[src/rtl/mem_arb_pkg.sv]
// mem_arb_pkg: command and FSM state encodings shared by the arbiter files
package mem_arb_pkg;
  typedef enum logic [1:0] {
    CMD_RD  = 2'b00,
    CMD_WR  = 2'b01,
    CMD_ALU = 2'b10,
    CMD_BAD = 2'b11
  } cmd_e;
  typedef enum logic [1:0] {
    IDLE  = 2'b00,
    ISSUE = 2'b01,
    WAIT  = 2'b10,
    RESP  = 2'b11
  } state_e;
endpackage

[src/rtl/mem_ctrl_arbiter_rr_arb2.sv]
// rr_arb2: two-way round-robin pick; on a tie the port not served last wins
module rr_arb2 (
  input  logic [1:0] req,
  input  logic       last,
  output logic       valid,
  output logic       win
);
  assign valid = |req;
  assign win   = &req ? ~last : req[1];
endmodule

[src/rtl/mem_ctrl_arbiter.sv]
// mem_ctrl_arbiter: serialises two requesters onto one memory-controller command port
module mem_ctrl_arbiter
  import mem_arb_pkg::*;
#(
  parameter int DATA_WIDTH = 8,
  parameter int ADDR_WIDTH = 20,
  parameter int TIMEOUT    = 255,
  parameter int TO_WIDTH   = 8
) (
  input  logic                  clk,
  input  logic                  reset,
  input  logic                  r0_req,
  input  logic [1:0]            r0_cmd,
  input  logic [3:0]            r0_alu_op,
  input  logic                  r0_alu_ext,
  input  logic [ADDR_WIDTH-1:0] r0_addr,
  input  logic [DATA_WIDTH-1:0] r0_wdata,
  output logic                  r0_gnt,
  output logic                  r0_done,
  output logic                  r0_err,
  output logic [DATA_WIDTH-1:0] r0_rdata,
  input  logic                  r1_req,
  input  logic [1:0]            r1_cmd,
  input  logic [3:0]            r1_alu_op,
  input  logic                  r1_alu_ext,
  input  logic [ADDR_WIDTH-1:0] r1_addr,
  input  logic [DATA_WIDTH-1:0] r1_wdata,
  output logic                  r1_gnt,
  output logic                  r1_done,
  output logic                  r1_err,
  output logic [DATA_WIDTH-1:0] r1_rdata,
  output logic                  mc_we,
  output logic                  mc_re,
  output logic                  mc_alu_start,
  output logic [3:0]            mc_alu_op,
  output logic                  mc_alu_to_external,
  output logic [ADDR_WIDTH-1:0] mc_addr,
  output logic [DATA_WIDTH-1:0] mc_data_in,
  input  logic [DATA_WIDTH-1:0] mc_data_out,
  input  logic                  mc_busy,
  input  logic                  mc_done
);
  state_e                state_q, state_d;
  cmd_e                  cmd_q, cmd_d;
  logic [3:0]            op_q, op_d;
  logic                  ext_q, ext_d, owner_q, owner_d, last_q, last_d, err_q, err_d;
  logic [ADDR_WIDTH-1:0] addr_q, addr_d;
  logic [DATA_WIDTH-1:0] wdata_q, wdata_d, rdata0_q, rdata0_d, rdata1_q, rdata1_d;
  logic [TO_WIDTH-1:0]   cnt_q, cnt_d;
  logic                  win_valid, win, ok, issue, resp;

  rr_arb2 u_rr (.req({r1_req, r0_req}), .last(last_q), .valid(win_valid), .win(win));

  // mc_done while a command is outstanding always beats the timeout
  assign ok = (state_q == ISSUE || state_q == WAIT) && mc_done;

  always_comb begin
    state_d  = state_q;
    cmd_d    = cmd_q;
    op_d     = op_q;
    ext_d    = ext_q;
    addr_d   = addr_q;
    wdata_d  = wdata_q;
    owner_d  = owner_q;
    last_d   = last_q;
    err_d    = err_q;
    cnt_d    = cnt_q;
    rdata0_d = ok && !owner_q ? mc_data_out : rdata0_q;
    rdata1_d = ok && owner_q ? mc_data_out : rdata1_q;
    case (state_q)
      IDLE: if (win_valid && !mc_busy) begin
        owner_d = win;
        last_d  = win;
        cmd_d   = cmd_e'(win ? r1_cmd : r0_cmd);
        op_d    = win ? r1_alu_op : r0_alu_op;
        ext_d   = win ? r1_alu_ext : r0_alu_ext;
        addr_d  = win ? r1_addr : r0_addr;
        wdata_d = win ? r1_wdata : r0_wdata;
        err_d   = cmd_d == CMD_BAD;
        state_d = err_d ? RESP : ISSUE;
      end
      ISSUE: begin
        cnt_d   = '0;
        state_d = mc_done ? RESP : WAIT;
      end
      WAIT: begin
        cnt_d = cnt_q + 1'b1;
        if (mc_done) state_d = RESP;
        else if (cnt_q == TO_WIDTH'(TIMEOUT)) begin
          state_d = RESP;
          err_d   = 1'b1;
        end
      end
      default: state_d = IDLE;
    endcase
  end

  always_ff @(posedge clk) begin
    if (reset) begin
      state_q  <= IDLE;
      cmd_q    <= CMD_RD;
      op_q     <= '0;
      ext_q    <= 1'b0;
      addr_q   <= '0;
      wdata_q  <= '0;
      owner_q  <= 1'b0;
      last_q   <= 1'b1;
      err_q    <= 1'b0;
      cnt_q    <= '0;
      rdata0_q <= '0;
      rdata1_q <= '0;
    end else begin
      state_q  <= state_d;
      cmd_q    <= cmd_d;
      op_q     <= op_d;
      ext_q    <= ext_d;
      addr_q   <= addr_d;
      wdata_q  <= wdata_d;
      owner_q  <= owner_d;
      last_q   <= last_d;
      err_q    <= err_d;
      cnt_q    <= cnt_d;
      rdata0_q <= rdata0_d;
      rdata1_q <= rdata1_d;
    end
  end

  assign issue              = state_q == ISSUE;
  assign resp               = state_q == RESP;
  assign mc_re              = issue && cmd_q == CMD_RD;
  assign mc_we              = issue && cmd_q == CMD_WR;
  assign mc_alu_start       = issue && cmd_q == CMD_ALU;
  assign mc_alu_op          = op_q;
  assign mc_alu_to_external = ext_q;
  assign mc_addr            = addr_q;
  assign mc_data_in         = wdata_q;
  assign r0_gnt             = issue && !owner_q;
  assign r1_gnt             = issue && owner_q;
  assign r0_done            = resp && !owner_q;
  assign r1_done            = resp && owner_q;
  assign r0_err             = r0_done && err_q;
  assign r1_err             = r1_done && err_q;
  assign r0_rdata           = rdata0_q;
  assign r1_rdata           = rdata1_q;
endmodule

[config.mk]
export PLATFORM = sky130hd
export DESIGN_NAME = mem_ctrl_arbiter
export DESIGN_NICKNAME = d
export VERILOG_FILES = /design/src/rtl/mem_arb_pkg.sv /design/src/rtl/mem_ctrl_arbiter_rr_arb2.sv /design/src/rtl/mem_ctrl_arbiter.sv
export SDC_FILE = /design/constraint.sdc
export NUM_CORES = 1
export LEC_CHECK = 0
export BUFFER_PORTS_ARGS = -buffer_cell sky130_fd_sc_hd__buf_2
export CAP_MARGIN = 20
export CORE_ASPECT_RATIO = 0.75
export CORE_MARGIN = 4
export CORE_UTILIZATION = 30
export DETAILED_ROUTE_END_ITERATION = 10
export HOLD_SLACK_MARGIN = 0.03
export PLACE_DENSITY = 0.63
export REMOVE_ABC_BUFFERS = 1
export SKIP_CTS_REPAIR_TIMING = 1
export SLEW_MARGIN = 15
export SYNTH_ARGS = -nofsm -noshare
export SYNTH_HDL_FRONTEND = slang
export SYNTH_SLANG_ARGS = --single-unit
[constraint.sdc]
create_clock -name clk -period 2.1 [get_ports clk]
set_input_delay 0.105 -clock clk [delete_from_list [all_inputs] [get_ports clk]]
set_output_delay 0.105 -clock clk [all_outputs]
set_load 0.01 [all_outputs]
==> results of run 1 <==
cells in the mapped netlist:
library cell / n
nand3b_1: 2
nor2_4: 1
a21oi_1: 4
ha_1: 6
o21bai_2: 1
buf_2: 6
a311oi_1: 1
nor2_1: 59
mux2i_1: 52
clkbuf_1: 5
o21ai_2: 1
nand3_1: 2
and3_1: 2
nand4_1: 5
nand2_1: 7
a21o_1: 1
a211oi_1: 36
a21boi_2: 1
and2_1: 3
o31ai_1: 1
o41ai_1: 1
o311ai_1: 1
buf_1: 4
and3b_1: 2
buf_4: 4
xnor2_1: 1
a31oi_1: 2
nor2b_1: 3
or3_1: 2
dfxtp_1: 64
nor3b_1: 1
o21ai_0: 4
inv_1: 5
xor2_1: 4
a41o_1: 1
a211o_1: 1
per-stage QoR:
stage / util (%) / total power (W) / instances / hold slack, ps
final: 43.2 / 0.00442 / 568 / 39.7
after global routing: 43.2 / 0.00473 / 568 / 36.1
after CTS: 43.2 / 0.00450 / 568 / 26.6
after detailed placement: 40.2 / 0.00310 / 553 / 362
after global placement: 40.2 / 0.00306 / 553 / 356
after floorplan: - / 0.00255 / 277 / 174
metal layers:
metal  wire (um)  vias to the layer above  part of all wire [%]
met5           0                        -                     0
met4          68                        0                  0.91
met3         742                        6                   9.9
met2        3190                      111                    42
met1        3510                     1124                    47
li1            -                     1339                     -
sequential cells by signal, summed over array words and instances (netlist names):
register,cells
owner_q,1
mc_data_in,8
r1_rdata,8
r0_rdata,8
state_q,2
mc_addr,20
cmd_q,2
mc_alu_to_external,1
err_q,1
cnt_q,8
mc_alu_op,4
last_q,1
layout by cell type (no fill, tap or decap), types with 5 or more instances in the layout:
| cell | netlist | layout |
|---|---|---|
| nand2_1 | 7 | 7 |
| ha_1 | 6 | 6 |
| dfxtp_1 | 64 | 64 |
| clkbuf_16 | 0 | 9 |
| inv_1 | 5 | 5 |
| buf_4 | 4 | 7 |
| mux2i_1 | 52 | 52 |
| nand4_1 | 5 | 5 |
| a211oi_1 | 36 | 36 |
| nor2_1 | 59 | 59 |
| buf_2 | 6 | 141 |
how the worst min path moves through the flow:
stage                    from                        to  slack [ps]  depth (start not counted)
2_1_floorplan           reset      owner_q$_SDFFE_PP0P_         170                          1
3_3_place_gp   mc_data_out[6]  r1_rdata[6]$_SDFFE_PP0P_         360                          3
3_5_place_dp   mc_data_out[6]  r0_rdata[6]$_SDFFE_PP0P_         360                          3
4_1_cts        mc_data_out[6]  r0_rdata[6]$_SDFFE_PP0P_          30                          3
5_1_grt        mc_data_out[2]  r0_rdata[2]$_SDFFE_PP0P_          40                          3
6_report       mc_data_out[6]  r0_rdata[6]$_SDFFE_PP0P_          40                          3
power by group through the flow:
stage,clock (W),combinational (W),sequential (W)
floorplan,0,0.000845,0.00170
global placement,0,0.00143,0.00163
detailed placement,0,0.00147,0.00163
CTS,0.00141,0.00147,0.00161
global route,0.00147,0.00162,0.00164
finish,0.00136,0.00145,0.00161
logic make-up after synthesis:
logic type / count (synthesis) / synth area share (%)
xor+xnor: 5 / 1.54
compound gates: 56 / 14.5
flops: 64 / 45.0
simple gates: 89 / 14.1
fa+ha+maj: 6 / 2.63
buf+inv: 24 / 3.95
mux: 52 / 18.3
final cells by class:
type                       count  area (um^2)
clock buffer                  12          256
clock inverter                 3         17.5
fill                         940         5200
inverter                       5         18.8
multi-input combinational    208         1460
sequential                    64         1280
tap                          128          160
timing repair buffer         148          758
worst register-to-register path, delay by kind of cell, from the launching register on:
kind	cells	cell delay, ps
buffers and inverters	1	100
adder cells (fa/ha/maj)	1	510
AND/OR/NAND/NOR	2	620
AO/OA/AOI/OAI	1	130
flip-flops	1	380
==> summary.md, run 1 <==
| Metric | Value |
|---|---|
| Outcome | `finished, final reports clean` |
| Worst setup endpoint | `cnt_q[7]$_SDFFE_PP0P_` |
| Avg WL per Cell | `13.2 um` |
| Vias/cell | `between 4 and 5` |
| Port bufs | `about 140` |
| Clock skew | `about 4.3 ps` |
| Worst R2R End | `cnt_q[7]$_SDFFE_PP0P_` |
| Met1 Resource Use GR | `17.1%` |
| Worst Setup End Kind | `flip-flop` |
| CP required | `2350 ps` |
| First-pass GRT wire length | `approximately 12 mm` |
| Worst-path clk slew | `50 ps` |
| Ys Warns | `0` |
| Synthesized area | `between 2000 and 3000 um^2` |
| Reg2Reg Setup Slack | `290 ps` |
| Clock Sinks | `between 60 and 70` |
| ANT nets after route | `0` |
| Comb pwr share | `between 30% and 40%` |
| Routed vias | `around 2600` |
| WP depth | `5` |
| Initial Utilization | `between 30% and 40%` |
| Most Crowded Layer GR | `met2` |
| Max-slew violation count | `0` |
| CTS buffer count | `9` |
| Fmax achieved | `roughly 550 MHz` |
| Pwr Density | `1120 nW/um^2` |
| Setup WS pre-CTS | `294 ps` |
| Ports | `142` |
| Avg Inst Size Synth | `between 9 and 10 um^2` |
| CP startpoint | `state_q[0]$_SDFFE_PP0P_` |
| DR pass1 iterations | `4` |
| CTS tree | `built` |
| Worst r2r path cells | `5` |
| Post-route clock period utilization | `between 80% and 90%` |
| Area after DPL | `3680 um^2` |
| Initial antenna violation count | `0` |
| Share of cells above drive strength 1 | `between 30% and 40%` |
| Distinct cell type count after synthesis | `36` |
| Final worst setup slack | `between 200 and 300 ps` |
| Worst-margin pin slew | `approximately 750 ps` |
| Clock root buffer | `clkbuf_16` |
| Core Area | `slightly above 9000 um^2` |
| Worst vdd ir | `0.362 mV` |
| Clk buf depth | `2` |
| Final nets | `about 530` |
| Final instance area | `a little under 4000 um^2` |
| Launching point of the worst reg2reg path | `state_q[0]$_SDFFE_PP0P_` |
| # diodes | `0` |
| Share of power burned in registers | `between 30 and 40%` |
| Final Critical Period | `approximately 1800 ps` |
| 1st-iter DRT viols | `71` |
| Rel. slew slack | `49.9%` |
| Synth top area share | `45.0%` |
| Max incr delay on CP | `roughly 510 ps` |
| Post-synth top area cell | `dfxtp_1` |
| Crit path kind | `flip-flop to flip-flop` |
| Seq/Total Area, Yosys | `roughly 45%` |
| Critical path cell sequence | `inv_1, ha_1, nand4_1, or3_1, a21oi_1` |
| Die area | `approximately 11000 um^2` |
| Global placement routability congestion | `about 0.76` |
| Hold crit path type | `input pin to flip-flop` |
| Crit path launch type | `flip-flop` |
| Vias in the first global route | `~2500` |
| Max Cap Viol | `0` |
| Leak | `just under 2 nW` |
| CP max stage cell | `ha_1` |
| CP max FO | `10` |
| Internal cell power | `about 0.0029 W` |
| Die Y | `slightly above 90 um` |
| Worst Path Buf+Inv | `1` |
| M3 GR Usage | `~6.2%` |
| Worst Path Arrival | `between 2000 and 2500 ps` |
| Row count | `30` |
| Switching Fraction | `33.5%` |
| Unrepaired setup endpoints after global routing | `false` |
| Final Hold Vio Count | `0` |
| H-tree lvl count | `3` |
| Die X-Extent | `between 100 and 150 um` |
| Dominant cells by area after synthesis | `dfxtp_1, mux2i_1, a211oi_1, nor2_1, ha_1` |
| Net switching power | `0.00148 W` |
| GRT Residual Overflow | `0` |
| Clock latency on the worst-skew pair | `320 ps` |
| # setup viols final | `0` |
| Met2 usage | `roughly a fifth` |
| # DRC | `0` |
| Cell count after synthesis | `slightly below 300` |
| Setup TNS | `0 ps` |
| Worst path top cell family by delay | `simple AND/OR/NAND/NOR gates` |
| Largest net degree at the start of global routing | `48` |
| Area grow syn2layout | `38.8%` |
| Flops & latches, synth | `64` |
| Final wirelength | `about 7.5 mm` |
| Gr usage total | `between 10% and 20%` |
| Clock share of power | `about 31%` |
| Post-DP HPWL | `roughly 5.8 mm` |
(Power assumes the default switching activity.)
==> run 2, diff against run 1 <==
--- a/config.mk
+++ b/config.mk
@@ -12,6 +12,7 @@
 export CORE_UTILIZATION = 30
 export DETAILED_ROUTE_END_ITERATION = 10
 export HOLD_SLACK_MARGIN = 0.03
+export MAX_ROUTING_LAYER = met4
 export PLACE_DENSITY = 0.63
 export REMOVE_ABC_BUFFERS = 1
 export SKIP_CTS_REPAIR_TIMING = 1
==> summary.md, run 2 (same netlist as run 1, synthesis figures left out) <==
| Metric | Value |
|---|---|
| CP max FO | `10 (unchanged)` |
| Largest register FFs | `20 (unchanged)` |
| Row count | `30 (unchanged)` |
| Core Area | `9160 um^2 (unchanged)` |
| Pwr Density | `1120 nW/um^2 (about the same)` |
| GRT Residual Overflow | `0 (unchanged)` |
| Clock skew | `4.16 ps (was 4.28 ps)` |
| Finished Layout Cells | `568 (unchanged)` |
| Initial antenna violation count | `0 (unchanged)` |
| Largest net degree at the start of global routing | `48 (unchanged)` |
| Area grow syn2layout | `38.8% (unchanged)` |
| Final nets | `526 (unchanged)` |
| Setup WS pre-CTS | `294 ps (unchanged)` |
| Ports | `142 (unchanged)` |
| Crit path launch type | `flip-flop (unchanged)` |
| Vias in the first global route | `2486 (unchanged)` |
| CTS tree | `built (unchanged)` |
| Worst-margin pin slew | `749 ps (was 752 ps)` |
| Hold WS | `39.3 ps (was 39.7 ps)` |
| Final wirelength | `7.52 mm (was 7.51 mm)` |
| Rel. slew slack | `50.1% (was 49.9%)` |
| # DRC | `0 (unchanged)` |
| Clock root buffer | `clkbuf_16 (unchanged)` |
| Die area | `11100 um^2 (unchanged)` |
| Final worst setup slack | `292 ps (was 295 ps)` |
| Post-route clock period utilization | `86.1% (was 86.0%)` |
| Clk buf depth | `2 (unchanged)` |
| Global placement routability congestion | `0.766 (was 0.756)` |
| Worst Path Arrival | `2060 ps (about the same)` |
| Commonest cells after routing, fill and taps aside | `buf_2, dfxtp_1, nor2_1, mux2i_1, a211oi_1 (unchanged)` |
| Fin util | `43.2% (unchanged)` |
| Fmax achieved | `553 MHz (was 554 MHz)` |
| Share of cells above drive strength 1 | `37.7% (unchanged)` |
| Crit path kind | `flip-flop to flip-flop (unchanged)` |
| H-tree lvl count | `3 (unchanged)` |
| First-pass GRT wire length | `12.0 mm (about the same)` |
| Worst-path clk slew | `50 ps (about the same)` |
| ANT nets after route | `0 (unchanged)` |
| CP required | `2350 ps (about the same)` |
| Clock latency on the worst-skew pair | `320 ps (about the same)` |
| Leak | `1.95 nW (unchanged)` |
| Commonest non-fill, non-tap cell in the layout | `buf_2 (unchanged)` |
| Worst vdd ir | `0.363 mV (was 0.362 mV)` |
| Outcome | `finished, final reports clean (unchanged)` |
| Routed vias | `2579 (was 2580)` |
| Gr usage total | `13.7% (was 13.4%)` |
| Avg WL per Cell | `13.2 um (about the same)` |
| Worst Setup End Kind | `flip-flop (unchanged)` |
| # diodes | `0 (unchanged)` |
| CTS buffer count | `9 (unchanged)` |
| DP Cell Count | `553 (unchanged)` |
| Max Cap Viol | `0 (unchanged)` |
| Post-DP HPWL | `5.78 mm (unchanged)` |
| Overall power | `0.00443 W (was 0.00442 W)` |
| Die X-Extent | `121 um (unchanged)` |
| Vias/cell | `4.54 (about the same)` |
| Clock Sinks | `64 (unchanged)` |
| Max-slew violation count | `0 (unchanged)` |
| Final Critical Period | `1810 ps (about the same)` |
| DR pass1 iterations | `4 (unchanged)` |
| 1st-iter DRT viols | `69 (was 71)` |
| Hold crit path type | `input pin to flip-flop (unchanged)` |
| Die Y | `92.4 um (unchanged)` |
| Final Hold Vio Count | `0 (unchanged)` |
| Port bufs | `141 (unchanged)` |
| Unrepaired setup endpoints after global routing | `false (unchanged)` |
| Initial Utilization | `31.1% (unchanged)` |
| # setup viols final | `0 (unchanged)` |
==> run 2: final cells by class <==
cell class / instances / area (um^2)
clock buffers: 12 / 256
clock inverters: 3 / 17.5
fillers: 940 / 5200
inverters: 5 / 18.8
multi-input cells: 208 / 1460
flip-flops and latches: 64 / 1280
well taps: 128 / 160
repair buffers: 148 / 758
==> run 2: worst paths after layout <==
| path | startpoint | to | slack [ps] | cells past startpoint |
|---|---|---|---|---|
| max | state_q[0]$_SDFFE_PP0P_ | cnt_q[5]$_SDFFE_PP0P_ | 290 | 5 |
| min | mc_data_out[6] | r0_rdata[6]$_SDFFE_PP0P_ | 40 | 3 |
| max reg2reg | state_q[0]$_SDFFE_PP0P_ | cnt_q[5]$_SDFFE_PP0P_ | 290 | 5 |
| min reg2reg | cnt_q[7]$_SDFFE_PP0P_ | cnt_q[7]$_SDFFE_PP0P_ | 490 | 2 |
==> run 2: per-stage QoR <==
stage	TNS, ps	cell area [um^2]
finish	0	3960
global route	0	3960
CTS	0	3960
detailed placement	0	3680
global placement	0	3680
floorplan	-11370	2760
==> run 2: power by group <==
| group | switching, W | internal (W) |
|---|---|---|
| registers | 0.000145 | 0.00146 |
| clock network | 0.000517 | 0.000852 |
| logic | 0.000831 | 0.000625 |
| total | 0.00149 | 0.00294 |
==> run 2: per-layer routing <==
| layer | track usage, % | up-vias | wire length [um] |
|---|---|---|---|
| met5 | - | - | 0 |
| met4 | 3.96 | 0 | 64 |
| met3 | 5.31 | 7 | 728 |
| met2 | 20.2 | 114 | 3180 |
| met1 | 17.6 | 1121 | 3550 |
| li1 | - | 1337 | - |
==> run 2: critical path, stage by stage (launching register included) <==
cell	delay (ps)
dfxtp_1	380
inv_1	100
ha_1	510
nand4_1	250
or3_1	360
a21oi_1	130
==> run 3, diff against run 2 <==
--- a/config.mk
+++ b/config.mk
@@ -14,6 +14,7 @@
 export HOLD_SLACK_MARGIN = 0.03
 export MAX_ROUTING_LAYER = met4
 export PLACE_DENSITY = 0.63
+export RECOVER_POWER = 50
 export REMOVE_ABC_BUFFERS = 1
 export SKIP_CTS_REPAIR_TIMING = 1
 export SLEW_MARGIN = 15
==> summary.md, run 3 (same netlist as run 1, synthesis figures left out) <==
| Metric | Value |
|---|---|
| Initial Utilization | `31.1% (unchanged)` |
| Critical path cell sequence | `inv_1, ha_1, nand4_1, or3_1, a21oi_1 (unchanged)` |
| Worst hold path startpoint | `mc_data_out[6] (unchanged)` |
| Worst Path Arrival | `2080 ps (was 2060 ps)` |
| GRT Residual Overflow | `0 (unchanged)` |
| Clock latency on the worst-skew pair | `320 ps (about the same)` |
| Die area | `11100 um^2 (unchanged)` |
| Row count | `30 (unchanged)` |
| CTS buffer count | `9 (unchanged)` |
| DR pass1 iterations | `4 (unchanged)` |
| Vias/cell | `4.54 (about the same)` |
| Unrepaired setup endpoints after global routing | `false (unchanged)` |
| Clock skew | `3.79 ps (was 4.16 ps)` |
| Worst path top cell family by delay | `simple AND/OR/NAND/NOR gates (unchanged)` |
| Launching point of the worst reg2reg path | `state_q[0]$_SDFFE_PP0P_ (unchanged)` |
| Post-route clock period utilization | `87.0% (was 86.1%)` |
| # DRC | `0 (unchanged)` |
| Ports | `142 (unchanged)` |
| Pwr Density | `1130 nW/um^2 (was 1120 nW/um^2)` |
| Setup TNS | `0 ps (unchanged)` |
| Routed vias | `2576 (was 2579)` |
| Final nets | `526 (unchanged)` |
| Largest register FFs | `20 (unchanged)` |
| Crit path kind | `flip-flop to flip-flop (unchanged)` |
| Max incr delay on CP | `510 ps (about the same)` |
| H-tree lvl count | `3 (unchanged)` |
| Vias in the first global route | `2486 (unchanged)` |
| Clock root buffer | `clkbuf_16 (unchanged)` |
| Max-slew violation count | `0 (unchanged)` |
| Final Hold Vio Count | `0 (unchanged)` |
| Commonest cells after routing, fill and taps aside | `buf_2, dfxtp_1, nor2_1, clkbuf_1, mux2i_1 (was buf_2, dfxtp_1, nor2_1, mux2i_1, a211oi_1)` |
| Avg WL per Cell | `13.2 um (unchanged)` |
| Worst vdd ir | `0.362 mV (was 0.363 mV)` |
| Max Cap Viol | `0 (unchanged)` |
| Initial antenna violation count | `0 (unchanged)` |
| Die X-Extent | `121 um (unchanged)` |
| Fmax achieved | `547 MHz (was 553 MHz)` |
| Die Y | `92.4 um (unchanged)` |
| Leak | `1.72 nW (was 1.95 nW)` |
| CP required | `2350 ps (about the same)` |
| Commonest non-fill, non-tap cell in the layout | `buf_2 (unchanged)` |
| Final Critical Period | `1830 ps (was 1810 ps)` |
| Area grow syn2layout | `36.3% (was 38.8%)` |
| Worst Path Buf+Inv | `1 (unchanged)` |
| Worst Setup End Kind | `flip-flop (unchanged)` |
| CP max stage cell | `ha_1 (unchanged)` |
| Clk buf depth | `2 (unchanged)` |
| DP Cell Count | `553 (unchanged)` |
| # diodes | `0 (unchanged)` |
| Share of cells above drive strength 1 | `25.2% (was 37.7%)` |
| Finished Layout Cells | `568 (unchanged)` |
| Outcome | `finished, final reports clean (unchanged)` |
| CTS tree | `built (unchanged)` |
| Gr usage total | `13.7% (unchanged)` |
| Global placement routability congestion | `0.766 (unchanged)` |
| Largest net degree at the start of global routing | `48 (unchanged)` |
| CP startpoint | `state_q[0]$_SDFFE_PP0P_ (unchanged)` |
| Post-DP HPWL | `5.78 mm (unchanged)` |
| # setup viols final | `0 (unchanged)` |
| Rel. slew slack | `51.3% (was 50.1%)` |
| 1st-iter DRT viols | `65 (was 69)` |
| Port bufs | `141 (unchanged)` |
| Crit path launch type | `flip-flop (unchanged)` |
| First-pass GRT wire length | `12.0 mm (unchanged)` |
| Hold crit path type | `input pin to flip-flop (unchanged)` |
| ANT nets after route | `0 (unchanged)` |
| Core Area | `9160 um^2 (unchanged)` |
| Hold WS | `40.6 ps (was 39.3 ps)` |
| Worst-margin pin slew | `730 ps (was 749 ps)` |
| Final wirelength | `7.52 mm (unchanged)` |
| Clock Sinks | `64 (unchanged)` |
| CP max FO | `10 (unchanged)` |
| Worst-path clk slew | `50 ps (about the same)` |
-- run 3: cell count changes in the layout (fill, tap and decap cells not counted), sizes merged --
| cell | change |
|---|---|
| buf | -54 |
| clkbuf | +54 |
-- run 3: routing by layer --
layer  up-vias  GRT usage [%]  wire, um
met5         -              -         0
met4         0           3.96        64
met3         7           5.31       702
met2       112           20.2      3180
met1      1117           17.6      3580
li1       1340              -         -
-- run 3: layout make-up --
class | count | area (um^2)
Clock inverter | 3 | 17.5
Multi-Input combinational cell | 208 | 1460
Clock buffer | 12 | 256
Timing Repair Buffer | 148 | 691
Tap cell | 128 | 160
Inverter | 5 | 18.8
Sequential cell | 64 | 1280
Fill cell | 958 | 5270
-- run 3: stage by stage --
step | instance area [um^2] | utilization [%] | power, W | setup WS (ps)
after global placement | 3680 | 40.2 | 0.00306 | 394
after global routing | 3880 | 42.4 | 0.00468 | 117
final | 3880 | 42.4 | 0.00438 | 273
after detailed placement | 3680 | 40.2 | 0.00310 | 294
after CTS | 3960 | 43.2 | 0.00450 | 279
after floorplan | 2760 | - | 0.00255 | -347
-- run 3: final timing paths --
kind / endpoint / slack (ps) / cells after the start
setup / recovery: cnt_q[5]$_SDFFE_PP0P_ / 270 / 5
hold reg to reg: cnt_q[7]$_SDFFE_PP0P_ / 490 / 2
hold / removal: r0_rdata[6]$_SDFFE_PP0P_ / 40 / 3
setup reg to reg: cnt_q[5]$_SDFFE_PP0P_ / 270 / 5
-- run 3: worst register-to-register path, stage by stage (launching register included) --
cell,delay (ps)
dfxtp_1,380
inv_1,100
ha_1,510
nand4_1,270
or3_1,370
a21oi_1,130
-- run 3: report_power, final --
| group | internal, W | total [W] | switching [W] |
|---|---|---|---|
| logic | 0.000568 | 0.00140 | 0.000829 |
| clock network | 0.000852 | 0.00137 | 0.000517 |
| registers | 0.00146 | 0.00161 | 0.000151 |
